### src/rtl/fpu_op_sequencer.sv
// fpu_op_sequencer: issue/capture stage wrapped around a combinational single-precision FPU.
// Latency: the response is valid exactly SETTLE cycles after the accepting edge; throughput is one op per SETTLE+1 cycles.
// Backpressure: the response is held until rsp_ready; a new request is accepted only in IDLE or on the edge that retires a response.
module fpu_op_sequencer #(
  parameter int unsigned SETTLE = 2,   // cycles the FPU inputs settle before capture, 1..15
  parameter int unsigned CNT_W  = 16
) (
  input  logic             clk,
  input  logic             rst,
  input  logic             req_valid,
  output logic             req_ready,
  input  logic [31:0]      req_a,
  input  logic [31:0]      req_b,
  input  logic [1:0]       req_op,
  output logic [31:0]      fpu_a,
  output logic [31:0]      fpu_b,
  output logic [1:0]       fpu_op,
  input  logic [31:0]      fpu_result,
  output logic             rsp_valid,
  input  logic             rsp_ready,
  output logic [31:0]      rsp_result,
  output logic [1:0]       rsp_op,
  output logic [4:0]       rsp_flags,
  output logic             busy,
  output logic [CNT_W-1:0] done_cnt
);

  // The counter is loaded with SETTLE-1 so that capture lands SETTLE edges after accept.
  localparam logic [3:0] SETTLE_LOAD = 4'(SETTLE - 1);
  localparam logic [1:0] OP_DIV      = 2'b11;

  typedef enum logic [1:0] {
    IDLE = 2'd0,
    EXEC = 2'd1,
    DONE = 2'd2
  } state_t;

  state_t     state;
  state_t     state_nxt;
  logic [3:0] settle_cnt;
  logic [3:0] settle_cnt_nxt;
  logic       accept;
  logic       capture;
  logic       retire;

  logic [7:0]  res_exp;
  logic [22:0] res_man;
  logic        a_zero;
  logic        a_nan;
  logic        b_zero;
  logic [4:0]  flags_nxt;

  // Classify the live FPU result; the operands are the registered ones, so this is stable during EXEC.
  always_comb begin
    res_exp   = fpu_result[30:23];
    res_man   = fpu_result[22:0];
    a_zero    = (fpu_a[30:0] == 31'd0);
    a_nan     = (fpu_a[30:23] == 8'hFF) && (fpu_a[22:0] != 23'd0);
    b_zero    = (fpu_b[30:0] == 31'd0);
    flags_nxt = {
      (fpu_op == OP_DIV) && b_zero && !a_zero && !a_nan,  // dz
      (res_exp == 8'hFF) && (res_man != 23'd0),           // nan
      (res_exp == 8'hFF) && (res_man == 23'd0),           // inf
      (res_exp == 8'h00) && (res_man == 23'd0),           // zero
      fpu_result[31]                                      // sign
    };
  end

  // Next-state, settle countdown and handshake strobes.
  always_comb begin
    state_nxt      = state;
    settle_cnt_nxt = settle_cnt;
    req_ready      = 1'b0;
    accept         = 1'b0;
    capture        = 1'b0;
    retire         = 1'b0;
    case (state)
      IDLE: begin
        req_ready = 1'b1;
      end
      EXEC: begin
        if (settle_cnt == 4'd0) begin
          capture   = 1'b1;
          state_nxt = DONE;
        end else begin
          settle_cnt_nxt = settle_cnt - 4'd1;
        end
      end
      DONE: begin
        // A retiring response frees the slot in the same cycle, so a waiting request may follow with no bubble.
        req_ready = rsp_ready;
        retire    = rsp_ready;
        if (rsp_ready) begin
          state_nxt = IDLE;
        end
      end
      default: begin
        state_nxt = IDLE;
      end
    endcase
    if (rst) begin
      req_ready = 1'b0;
    end
    accept = req_valid && req_ready;
    if (accept) begin
      state_nxt      = EXEC;
      settle_cnt_nxt = SETTLE_LOAD;
    end
  end

  // State and settle counter registers.
  always_ff @(posedge clk or posedge rst) begin
    if (rst) begin
      state      <= IDLE;
      settle_cnt <= 4'd0;
    end else begin
      state      <= state_nxt;
      settle_cnt <= settle_cnt_nxt;
    end
  end

  // Operand registers change only on an accepting edge so the FPU output cannot glitch mid-capture.
  always_ff @(posedge clk or posedge rst) begin
    if (rst) begin
      fpu_a  <= 32'd0;
      fpu_b  <= 32'd0;
      fpu_op <= 2'd0;
    end else if (accept) begin
      fpu_a  <= req_a;
      fpu_b  <= req_b;
      fpu_op <= req_op;
    end
  end

  // Response holding registers: loaded at the end of the settle window, released on handshake.
  always_ff @(posedge clk or posedge rst) begin
    if (rst) begin
      rsp_valid  <= 1'b0;
      rsp_result <= 32'd0;
      rsp_op     <= 2'd0;
      rsp_flags  <= 5'd0;
    end else if (capture) begin
      rsp_valid  <= 1'b1;
      rsp_result <= fpu_result;
      rsp_op     <= fpu_op;
      rsp_flags  <= flags_nxt;
    end else if (retire) begin
      rsp_valid  <= 1'b0;
    end
  end

  // Completed-response counter, free-running wrap.
  always_ff @(posedge clk or posedge rst) begin
    if (rst) begin
      done_cnt <= '0;
    end else if (retire) begin
      done_cnt <= done_cnt + CNT_W'(1);
    end
  end

  assign busy = (state != IDLE);

endmodule
### config.mk
export PLATFORM = sky130hd
export DESIGN_NAME = fpu_op_sequencer
export DESIGN_NICKNAME = d
export VERILOG_FILES = /design/src/rtl/fpu_op_sequencer.sv
export SDC_FILE = /design/constraint.sdc
export NUM_CORES = 1
export LEC_CHECK = 0
export ABC_CLOCK_PERIOD_IN_PS = 5100
export BUFFER_PORTS_ARGS = -buffer_cell sky130_fd_sc_hd__buf_2
export CAP_MARGIN = 30
export CORE_UTILIZATION = 45
export DETAILED_ROUTE_END_ITERATION = 8
export GPL_ROUTABILITY_DRIVEN = 0
export PLACE_DENSITY = 0.8
export SLEW_MARGIN = 10
export SYNTH_ARGS = -nofsm -noshare
export SYNTH_HDL_FRONTEND = slang
export SYNTH_SLANG_ARGS = --single-unit
### constraint.sdc
create_clock -name clk -period 5.1 [get_ports clk]
set_input_delay 0.51 -clock clk [delete_from_list [all_inputs] [get_ports clk]]
set_output_delay 0.51 -clock clk [all_outputs]
set_load 0.02 [all_outputs]
==> impl_metrics.py <==
metrics = {
    "floorplanning": {
        "die_w_um": 109.1,
        "die_h_um": 109.1,
        "rows": 38,
        "start_util": 0.4684,
        "core-area_mm2": 0.01103,
        "die-area_mm2": 0.01191,
        "io_pins": 226,
    },
    "synth": {
        "synthArstFlopShare": 1.000,
        "synth_common_cells": "dfrtp_1 (127), mux2_2 (101), nor4_1 (21)",
        "synth.distinct_cells": 35,
        "synth_edf_count": 0,
        "synthCells": 359,
        "synth.most_common_cell": "dfrtp_1",
        "synth-seq-area-share": 0.6152,
        "yosysTopAreaCell": "dfrtp_1",
        "synth_area_mm2": 0.005166,
        "syn_avg_cell_area_um2": 14.39,
        "synth_area_leaders": "dfrtp_1 (62%), mux2_2 (22%), nor4_1 (2.5%)",
        "synth.ff_latch_count": 127,
        "synth_top_area_share": 0.6152,
        "yosysWarnings": 0,
        "ys.flop_type": "dfrtp_1",
        "syn_nets": 463,
    },
    "clocking": {
        "clock-root-buffer": "clkbuf_16",
        "numCtsBuffers": 17,
        "cts_tree": "built",
        "htreeDepth": 4,
        "worst_skew_pair.late_latency_ns": 0.41,
        "clock_sinks": 127,
        "ctsLongestPathBuffers": 2,
        "clkTransAtPathRegs_ns": 0.06,
    },
    "hold_path": {
        "hp-class": "in -> reg",
        "hold_start": "req_b[11]",
        "hold_end": "fpu_b[11]",
        "min_path_cells": 2,
    },
    "cells_and_area": {
        "area_delta_synth_final_pct": 37.01,
        "drive_gt1_frac": 0.6013,
        "final_nets": 698,
        "fin_cells": 747,
        "antenna_cells": 0,
        "multiInputGateArea_mm2": 0.001873,
        "seqCellArea_mm2": 0.003178,
        "fill_cells": 852,
    },
    "route": {
        "avgViaCountPerCell": 5.147,
        "vias": 3845,
        "first_pass_iters": 4,
        "drt_iter0_markers": 163,
        "drc": 0,
        "wl_per_cell_um": 16.54,
        "wl_um": 12360,
        "antenna_left": 0,
    },
    "place": {
        "dp.cells": 712,
        "dp_hpwl_um": 8955,
        "io_buffers": 225,
    },
    "timing": {
        "slew_headroom": 0.3605,
        "drv_slew": 0,
        "setup_tns_ns": 0,
        "fin_crit_sh": 0.5697,
        "setup_viol": 0,
        "period_needed_ns": 2.905,
        "hold_viol": 0,
        "rsz0062_at_grt": "false",
        "worst_pin_slew_ns": 0.9593,
        "fmax_ghz": 0.3442,
        "skew_ns": 0.005757,
    },
    "grt": {
        "track_usage": 0.2127,
        "grt_pass1_wl_um": 18940,
        "use_met2": 0.3652,
        "globalRoute.totalOverflow": 0,
        "grt_max_degree": 75,
        "met3_usage": 0.07173,
        "antenna_found_initial": 0,
        "gr-usage-met1": 0.2402,
        "grt_pass1_vias": 3839,
        "grt-busiest-layer": "met2",
    },
    "job": {
        "max_cap_viol_count": 0,
    },
    "worst_setup_path": {
        "reg2reg_to": "fpu_a[15]",
        "cp-start-kind": "primary input",
        "critPathMaxStageDelay_ns": 0.84,
        "worst-r2r-setup-slack_ns": 2.49,
        "critPathTopFamily": "buffers and inverters",
        "cp_slowest_cell": "and2_2",
        "crit_fanout": 42,
        "cp.arrival_ns": 3.19,
        "critPathBufInv": 3,
        "cp.depth": 6,
        "r2r_cells": 4,
        "cp_cell_sequence": "dlygate4sd3_1 > buf_2 > a211oi_1 > and2_2 > buf_4 > mux2_2",
        "endpoint_kind": "flip-flop",
        "r2r_start": "state[1]",
        "path_class": "in -> reg",
        "startpoint": "rst",
        "required_ns": 5.39,
    },
    "pwr": {
        "ir_drop_mv": 0.5269,
        "power_density_mw_per_mm2": 691.5,
        "power_leakage_nw": 3.443,
    },
    "status": {
        "status": "finished, final reports clean",
    },
}
worst max path at each step:
stage	to	slack, ns
floorplan	done_cnt[0]	1.21
global placement	fpu_a[0]	2.43
detailed placement	fpu_a[15]	2.35
CTS	rsp_flags[4]	2.55
global route	fpu_a[15]	2.07
finish	fpu_a[15]	2.19
cell type report:
| class | instances | area share |
|---|---|---|
| well taps | 140 | 0.02475 |
| inverters | 6 | 0.003535 |
| clock inverters | 5 | 0.01768 |
| multi-input cells | 212 | 0.2646 |
| clock buffers | 27 | 0.07106 |
| repair buffers | 230 | 0.1693 |
| flip-flops and latches | 127 | 0.4490 |
routing by layer:
| layer | share of wire | vias to the layer above |
|---|---|---|
| met2 | 0.51 | 169 |
| li1 | - | 1771 |
| met5 | 0 | - |
| met4 | 0.019 | 0 |
| met1 | 0.39 | 1886 |
| met3 | 0.081 | 19 |
stage by stage:
step	instance area, um2	power (mW)	worst slack, ns	hold slack (ns)	utilization
finish	7078	4.894	2.195	0.3270	0.6417
global route	7078	5.146	2.069	0.3166	0.6417
CTS	7020	4.920	2.554	0.3121	0.6365
detailed placement	6392	3.623	2.352	0.4544	0.5795
global placement	6392	3.545	2.433	0.4528	0.5795
floorplan	5166	2.945	1.206	0.4682	-
placed cells by master (no fill, tap or decap), drive strengths merged, types with 8 or more instances in the layout:
cell type and instances:
buf 229, clkbuf 27, dfrtp 127, mux2 101, nand2 13, nand4 14
nor2 8, nor3 8, nor4 21, xnor2 10
worst reg2reg max path: stages (launching register included):
cell and delay (ns):
dfrtp_1 0.41, a211oi_1 0.32, and2_2 0.84, buf_4 0.51
mux2_2 0.40
flip-flops by register name, indices dropped and copies added (netlist names):
name and flops:
fpu_b 32, rsp_flags 5, rsp_op 2, fpu_a 32, fpu_op 2, rsp_valid 1
done_cnt 16, rsp_result 31, state 2, settle_cnt 4
cell families (layout without fill, tap and decap cells):
| logic type | Yosys count | count (layout) | share of synthesized area |
|---|---|---|---|
| compound gates | 11 | 11 | 0.01526 |
| xor+xnor | 17 | 17 | 0.02882 |
| fa+ha+maj | 2 | 2 | 0.004843 |
| buf+inv | 20 | 268 | 0.02301 |
| flops | 127 | 127 | 0.6152 |
| mux | 101 | 101 | 0.2202 |
| simple gates | 81 | 81 | 0.09276 |
where the power goes:
part	internal (mW)	switching, mW
combinational	0.774	1.05
sequential	1.46	0.328
clock	0.870	0.413
what timing repair did:
action | CTS | global route
setup endpoints to repair | 0 | 0
hold buffers | 0 | 1
hold endpoints to repair | 0 | 4
gates resized for setup | 0 | 0
setup buffers | 0 | 0
(Power assumes the default switching activity.)
